[src/rtl/deser_arbiter.sv]
// Round-robin arbiter that shares one DESER_W-bit deserializer among N_SRC serial lanes.
// Optional idle-bit timeout abort is enabled by defining DESER_ARB_TIMEOUT_EN.
module deser_arbiter #(
    parameter int N_SRC       = 4,
    parameter int DESER_W     = 16,
`ifdef DESER_ARB_TIMEOUT_EN
    parameter int TIMEOUT_CYC = 64,
`endif
    localparam int ID_W       = $clog2(N_SRC)
) (
    input  logic               clk_i,
    input  logic               srst_i,
    input  logic [N_SRC-1:0]   req_i,
    output logic [N_SRC-1:0]   gnt_o,
    input  logic [N_SRC-1:0]   data_i,
    input  logic [N_SRC-1:0]   data_val_i,
    output logic               deser_data_o,
    output logic               deser_data_val_o,
    output logic               deser_srst_o,
    input  logic [DESER_W-1:0] deser_ser_data_i,
    input  logic               deser_ser_data_val_i,
    output logic [DESER_W-1:0] word_o,
    output logic [ID_W-1:0]    word_id_o,
    output logic               word_val_o,
    output logic               busy_o
);

    localparam int CNT_W = $clog2(DESER_W + 1);

    typedef enum logic [1:0] {
        ST_IDLE,
        ST_BUSY,
        ST_WAIT_OUT
    } state_e;

    state_e             state_q, state_d;
    logic [ID_W-1:0]    cur_id_q, cur_id_d;
    logic [ID_W-1:0]    last_q, last_d;
    logic [CNT_W-1:0]   cnt_q, cnt_d;
    logic [N_SRC-1:0]   gnt_q, gnt_d;
    logic [DESER_W-1:0] word_q, word_d;
    logic [ID_W-1:0]    word_id_q, word_id_d;
    logic               word_val_q, word_val_d;
    logic               pick_found;
    logic [ID_W-1:0]    pick_id;
    logic               bit_val;

`ifdef DESER_ARB_TIMEOUT_EN
    localparam int IDLE_W = $clog2(TIMEOUT_CYC + 1);
    logic [IDLE_W-1:0]  idle_cnt_q, idle_cnt_d;
    logic               abort_q, abort_d;
`endif

    // Scan starts one past the last winner, so the previous winner is considered last.
    always_comb begin
        pick_found = 1'b0;
        pick_id    = '0;
        for (int i = 1; i <= N_SRC; i++) begin
            if (!pick_found && req_i[(int'(last_q) + i) % N_SRC]) begin
                pick_found = 1'b1;
                pick_id    = ID_W'((int'(last_q) + i) % N_SRC);
            end
        end
    end

    assign bit_val          = data_val_i[cur_id_q];
    assign deser_data_o     = (state_q == ST_BUSY) ? data_i[cur_id_q] : 1'b0;
    assign deser_data_val_o = (state_q == ST_BUSY) ? bit_val : 1'b0;
    assign gnt_o            = gnt_q;
    assign word_o           = word_q;
    assign word_id_o        = word_id_q;
    assign word_val_o       = word_val_q;
    assign busy_o           = (state_q != ST_IDLE);

`ifdef DESER_ARB_TIMEOUT_EN
    assign deser_srst_o = srst_i | abort_q;
`else
    assign deser_srst_o = srst_i;
`endif

    always_comb begin
        // NOTE: every *_d gets its hold value first so no path through the case infers a latch.
        state_d    = state_q;
        cur_id_d   = cur_id_q;
        last_d     = last_q;
        cnt_d      = cnt_q;
        gnt_d      = gnt_q;
        word_d     = word_q;
        word_id_d  = word_id_q;
        word_val_d = 1'b0;
`ifdef DESER_ARB_TIMEOUT_EN
        idle_cnt_d = idle_cnt_q;
        abort_d    = 1'b0;
`endif
        unique case (state_q)
            ST_IDLE: begin
                if (pick_found) begin
                    cur_id_d = pick_id;
                    last_d   = pick_id;
                    gnt_d    = N_SRC'(1) << pick_id;
                    cnt_d    = '0;
                    state_d  = ST_BUSY;
`ifdef DESER_ARB_TIMEOUT_EN
                    idle_cnt_d = '0;
`endif
                end
            end
            ST_BUSY: begin
                if (bit_val) begin
`ifdef DESER_ARB_TIMEOUT_EN
                    idle_cnt_d = '0;
`endif
                    if (cnt_q == CNT_W'(DESER_W - 1)) begin
                        cnt_d   = '0;
                        gnt_d   = '0;
                        state_d = ST_WAIT_OUT;
                    end else begin
                        cnt_d = cnt_q + CNT_W'(1);
                    end
                end
`ifdef DESER_ARB_TIMEOUT_EN
                // A stalled lane aborts the word and flushes the deserializer's partial bits.
                else if (idle_cnt_q == IDLE_W'(TIMEOUT_CYC - 1)) begin
                    idle_cnt_d = '0;
                    cnt_d      = '0;
                    gnt_d      = '0;
                    abort_d    = 1'b1;
                    state_d    = ST_IDLE;
                end else begin
                    idle_cnt_d = idle_cnt_q + IDLE_W'(1);
                end
`endif
            end
            ST_WAIT_OUT: begin
                if (deser_ser_data_val_i) begin
                    word_d     = deser_ser_data_i;
                    word_id_d  = cur_id_q;
                    word_val_d = 1'b1;
                    state_d    = ST_IDLE;
                end
            end
            default: state_d = ST_IDLE;
        endcase
    end

    // NOTE: state updates use non-blocking assignments so every flop samples pre-edge values.
    always_ff @(posedge clk_i) begin
        if (srst_i) begin
            state_q    <= ST_IDLE;
            cur_id_q   <= '0;
            last_q     <= ID_W'(N_SRC - 1);
            cnt_q      <= '0;
            gnt_q      <= '0;
            word_q     <= '0;
            word_id_q  <= '0;
            word_val_q <= 1'b0;
`ifdef DESER_ARB_TIMEOUT_EN
            idle_cnt_q <= '0;
            abort_q    <= 1'b0;
`endif
        end else begin
            state_q    <= state_d;
            cur_id_q   <= cur_id_d;
            last_q     <= last_d;
            cnt_q      <= cnt_d;
            gnt_q      <= gnt_d;
            word_q     <= word_d;
            word_id_q  <= word_id_d;
            word_val_q <= word_val_d;
`ifdef DESER_ARB_TIMEOUT_EN
            idle_cnt_q <= idle_cnt_d;
            abort_q    <= abort_d;
`endif
        end
    end

endmodule

[config.mk]
export PLATFORM = sky130hd
export DESIGN_NAME = deser_arbiter
export DESIGN_NICKNAME = d
export VERILOG_FILES = /design/src/rtl/deser_arbiter.sv
export SDC_FILE = /design/constraint.sdc
export NUM_CORES = 1
export LEC_CHECK = 0
export ABC_AREA = 1
export CORE_ASPECT_RATIO = 1.75
export CORE_MARGIN = 2
export CORE_UTILIZATION = 41
export DETAILED_ROUTE_END_ITERATION = 10
export PLACE_DENSITY = 0.75
export SYNTH_ARGS = -nofsm -noshare
export SYNTH_HDL_FRONTEND = slang
export SYNTH_SLANG_ARGS = --single-unit
[constraint.sdc]
create_clock -name clk_i -period 1.4 [get_ports clk_i]
set_input_delay 0.14 -clock clk_i [delete_from_list [all_inputs] [get_ports clk_i]]
set_output_delay 0.14 -clock clk_i [all_outputs]
set_load 0.005 [all_outputs]
==> out/qor.yml <==
status:
  result_of_the_run: "finished with violations"
  failing_checks: "negative setup slack"
synth:
  synthCells: 255
  syn_area_per_cell_sq_um: 7.03
  yosys.cell_types.count: 25
  ys.warnings.count: 0
  register_area_share_after_synthesis_pct: 38.0
  synthesis.nets: 287
  syn-cell-area_sq_mm: 0.00179
  ys_ff_latch: 34
sta:
  timing.clock.skew_ns: 0.00526
  maxSlewViolCount: 0
  hold_violations: 0
  finalCritPeriodShare_pct: 113
  setup_failing_eps_final: 14
  max_freq_mhz: 630
  layout_min_cycle_time_ns: 1.59
  timing_worst_slew_pin_value_ns: 0.230
  worst_slack_ns: -0.186
  slew_headroom_pct: 84.5
  rsz0062_at_grt: "yes"
pwr:
  pwr_density_cell_mw_per_mm2: 2100
  vdd_drop_max_uv: 1800
  power.static_leakage_nw: 1.33
clock_network:
  cts.clk_slew.worst_paths_ns: 0.08
  clock_tree_from_tritoncts: "yes"
  cts_bufs_inserted: 5
  cts-htree-levels: 2
  clockRootBuffer: "sky130_fd_sc_hd__clkbuf_8"
  ctsLongestPathBuffers: 2
  holdBufCountCts: 0
  clock_sink_count: 34
  clock_latency_ns: 0.30
floorplan:
  die_area_sq_mm: 0.00494
  num_rows: 31
  die_h_um: 91.5
  initial_utilization_pct: 42.8
  coreArea_sq_mm: 0.00419
  pin_count: 58
  dieWidth_um: 54.0
worst_setup_path:
  worstReg2RegStart: "last_q[0]"
  worst_setup_path_start_kind: "register"
  crit_path_buffers_inverters: 2
  path_max_fanout: 6
  end_kind: "register"
  cp_data_arrival_time_ns: 1.78
  timing.critical_path.max_delay_family: "simple AND/OR/NAND/NOR gates"
  critPathRequiredTime_ns: 1.60
  worstSetupPathType: "reg2reg"
  critical_path.reg2reg.endpoint: "gnt_o[2]"
  rr_worst_depth: 12
  cp_slowest_stage_delay_ns: 0.36
  timing.reg2reg.setup_slack_ns: -0.19
  critical-path-slowest-cell: "sky130_fd_sc_hd__dfxtp_4"
  worstPathCellList: "buf_12 > nand2_1 > nand2_4 > nand2_4 > nand2_8 > nor2_8 > nand3_2 > nand2_4 > buf_4 > a21oi_1 > nand2_1 > nand2_1"
layout:
  number_of_filler_instances_in_the_final_layout: 321
  layout_common_cells: "54 x sky130_fd_sc_hd__clkdlybuf4s50_1, 34 x sky130_fd_sc_hd__nand2_1, 31 x sky130_fd_sc_hd__buf_4"
  drive_gt1_share_pct: 33.7
  fin_area_sq_mm: 0.00305
  nets: 378
  area_growth_pct: 70.1
  fin_cells: 396
  commonest_non_fill_non_tap_cell_in_the_layout: "sky130_fd_sc_hd__clkdlybuf4s50_1"
  diodes: 0
worst_hold_path:
  hold_path_end: "word_o[5]"
  min_delay_path_depth: 2
  worstHoldStart: "word_o[5]"
  min-delay-path-class: "reg2reg"
route:
  post_route_drc_violation_count: 0
  wl_per_cell_um: 13.2
  route.vias.total: 1976
  wirelength_mm: 5.24
  drt_pass1_iterations: 4
  via_per_inst: 4.99
  ant_nets: 0
  drt_iter0_markers: 18
global_routing:
  met2_usage_grt_pct: 37.6
  grtUsageMet1_pct: 21.2
  busiest_layer: "met2"
  grt_max_degree: 29
  grt_pass1_wl_mm: 8.02
  grt_remaining_overflow: 0
  groute.usage.overall_pct: 21.5
  vias_in_the_first_global_route: 1907
  met3_usage_pct: 5.76
  grt_antenna_before_repair: 0
placed_design:
  place_area_sq_mm: 0.00260
  dpl_cells: 378
  io_buffer_count: 57
  dp_hpwl_mm: 3.45
  gp_congestion: 0.813
run:
  maxCapViolations: 0
[tightest hold or removal path, stage by stage (launching register included)]
cell and delay [ns]:
sky130_fd_sc_hd__dfxtp_1 0.31, sky130_fd_sc_hd__inv_1 0.04, sky130_fd_sc_hd__a21oi_1 0.05
[area by class of cell]
type                            count  area [sq um]  area share, %
Timing Repair Buffer               94           891           29.2
Inverter                           36           153           5.00
Multi-Input combinational cell    175          1110           36.5
Sequential cell                    34           694           22.8
Clock inverter                      3          68.8           2.26
Tap cell                           49          61.3           2.01
Clock buffer                        5          68.8           2.26
[sequential cells by signal, indices dropped and copies added, names as in the netlist]
| register | flops |
|---|---|
| cnt_q | 5 |
| cur_id_q | 2 |
| gnt_o | 4 |
| last_q | 2 |
| state_q | 2 |
| word_id_o | 2 |
| word_o | 16 |
| word_val_o | 1 |
[power by group]
| group | leakage, nW | switching (mW) | internal (mW) |
|---|---|---|---|
| logic | 0.984 | 2.09 | 1.84 |
| registers | 0.279 | 0.171 | 1.20 |
| clock network | 0.0683 | 0.393 | 0.713 |
| total | 1.33 | 2.65 | 3.76 |
[layer usage]
layer	routed length [um]	vias up
met1	1860	892
li1	-	1002
met4	177	0
met2	2880	67
met5	0	-
met3	326	15
[timing repair]
item / 4_1_cts / 5_1_grt
buffers inserted: 6 / 3
pin swaps: 3 / 15
gates cloned: 0 / 1
setup endpoints to repair: 17 / 18
resized for setup: 36 / 43
[through the flow]
stage | power [mW] | setup WS (ns) | TNS [ns] | utilization, % | hold slack, ns
floorplan | 3.14 | -0.00807 | -0.0109 | - | 0.333
global placement | 4.12 | -0.292 | -3.71 | 62.0 | 0.430
detailed placement | 4.19 | -0.344 | -4.38 | 62.0 | 0.433
CTS | 5.71 | -0.126 | -1.06 | 68.4 | 0.444
global route | 6.84 | -0.285 | -3.03 | 72.8 | 0.458
finish | 6.41 | -0.186 | -1.80 | 72.8 | 0.442
[cell families (layout without fill, tap and decap cells)]
group	Yosys count	count (layout)	share of synthesized area, %
simple gates	117	117	33.1
compound gates	56	56	16.3
buf+inv	46	138	11.5
fa+ha+maj	1	1	0.698
xor+xnor	1	1	0.489
flops	34	34	38.0
[worst max path at each step]
stage | cells after the start | end | start | slack [ns]
2_1_floorplan | 13 | cnt_q[1] | last_q[0] | -0.008
3_3_place_gp | 11 | cur_id_q[0] | req_i[2] | -0.29
3_5_place_dp | 11 | cur_id_q[0] | req_i[2] | -0.34
4_1_cts | 12 | last_q[0] | last_q[0] | -0.13
5_1_grt | 12 | gnt_o[1] | last_q[0] | -0.29
6_report | 12 | gnt_o[2] | last_q[0] | -0.19
[cells in the mapped netlist]
master / instances / area share, %
sky130_fd_sc_hd__nand4_1: 2 / 0.70
sky130_fd_sc_hd__nand4_4: 1 / 1.2
sky130_fd_sc_hd__nor2_2: 2 / 0.70
sky130_fd_sc_hd__nand3b_1: 2 / 0.84
sky130_fd_sc_hd__inv_1: 32 / 6.7
sky130_fd_sc_hd__nand2_2: 14 / 4.9
sky130_fd_sc_hd__nand3_2: 2 / 1.1
sky130_fd_sc_hd__xor2_1: 1 / 0.49
sky130_fd_sc_hd__nor2_1: 18 / 3.8
sky130_fd_sc_hd__inv_8: 1 / 0.63
sky130_fd_sc_hd__nand2_4: 3 / 1.9
sky130_fd_sc_hd__clkbuf_1: 6 / 1.3
sky130_fd_sc_hd__or2_2: 1 / 0.35
sky130_fd_sc_hd__nand3_1: 23 / 6.4
sky130_fd_sc_hd__o21ai_0: 24 / 6.7
sky130_fd_sc_hd__a21oi_1: 29 / 8.1
sky130_fd_sc_hd__dfxtp_1: 34 / 38
sky130_fd_sc_hd__ha_1: 1 / 0.70
sky130_fd_sc_hd__nor3_1: 1 / 0.28
sky130_fd_sc_hd__nand2_1: 47 / 9.8
sky130_fd_sc_hd__buf_6: 3 / 1.9
sky130_fd_sc_hd__nor2_8: 1 / 1.1
sky130_fd_sc_hd__a21oi_2: 3 / 1.5
sky130_fd_sc_hd__buf_4: 1 / 0.42
sky130_fd_sc_hd__inv_2: 3 / 0.63
(Power assumes the default switching activity.)
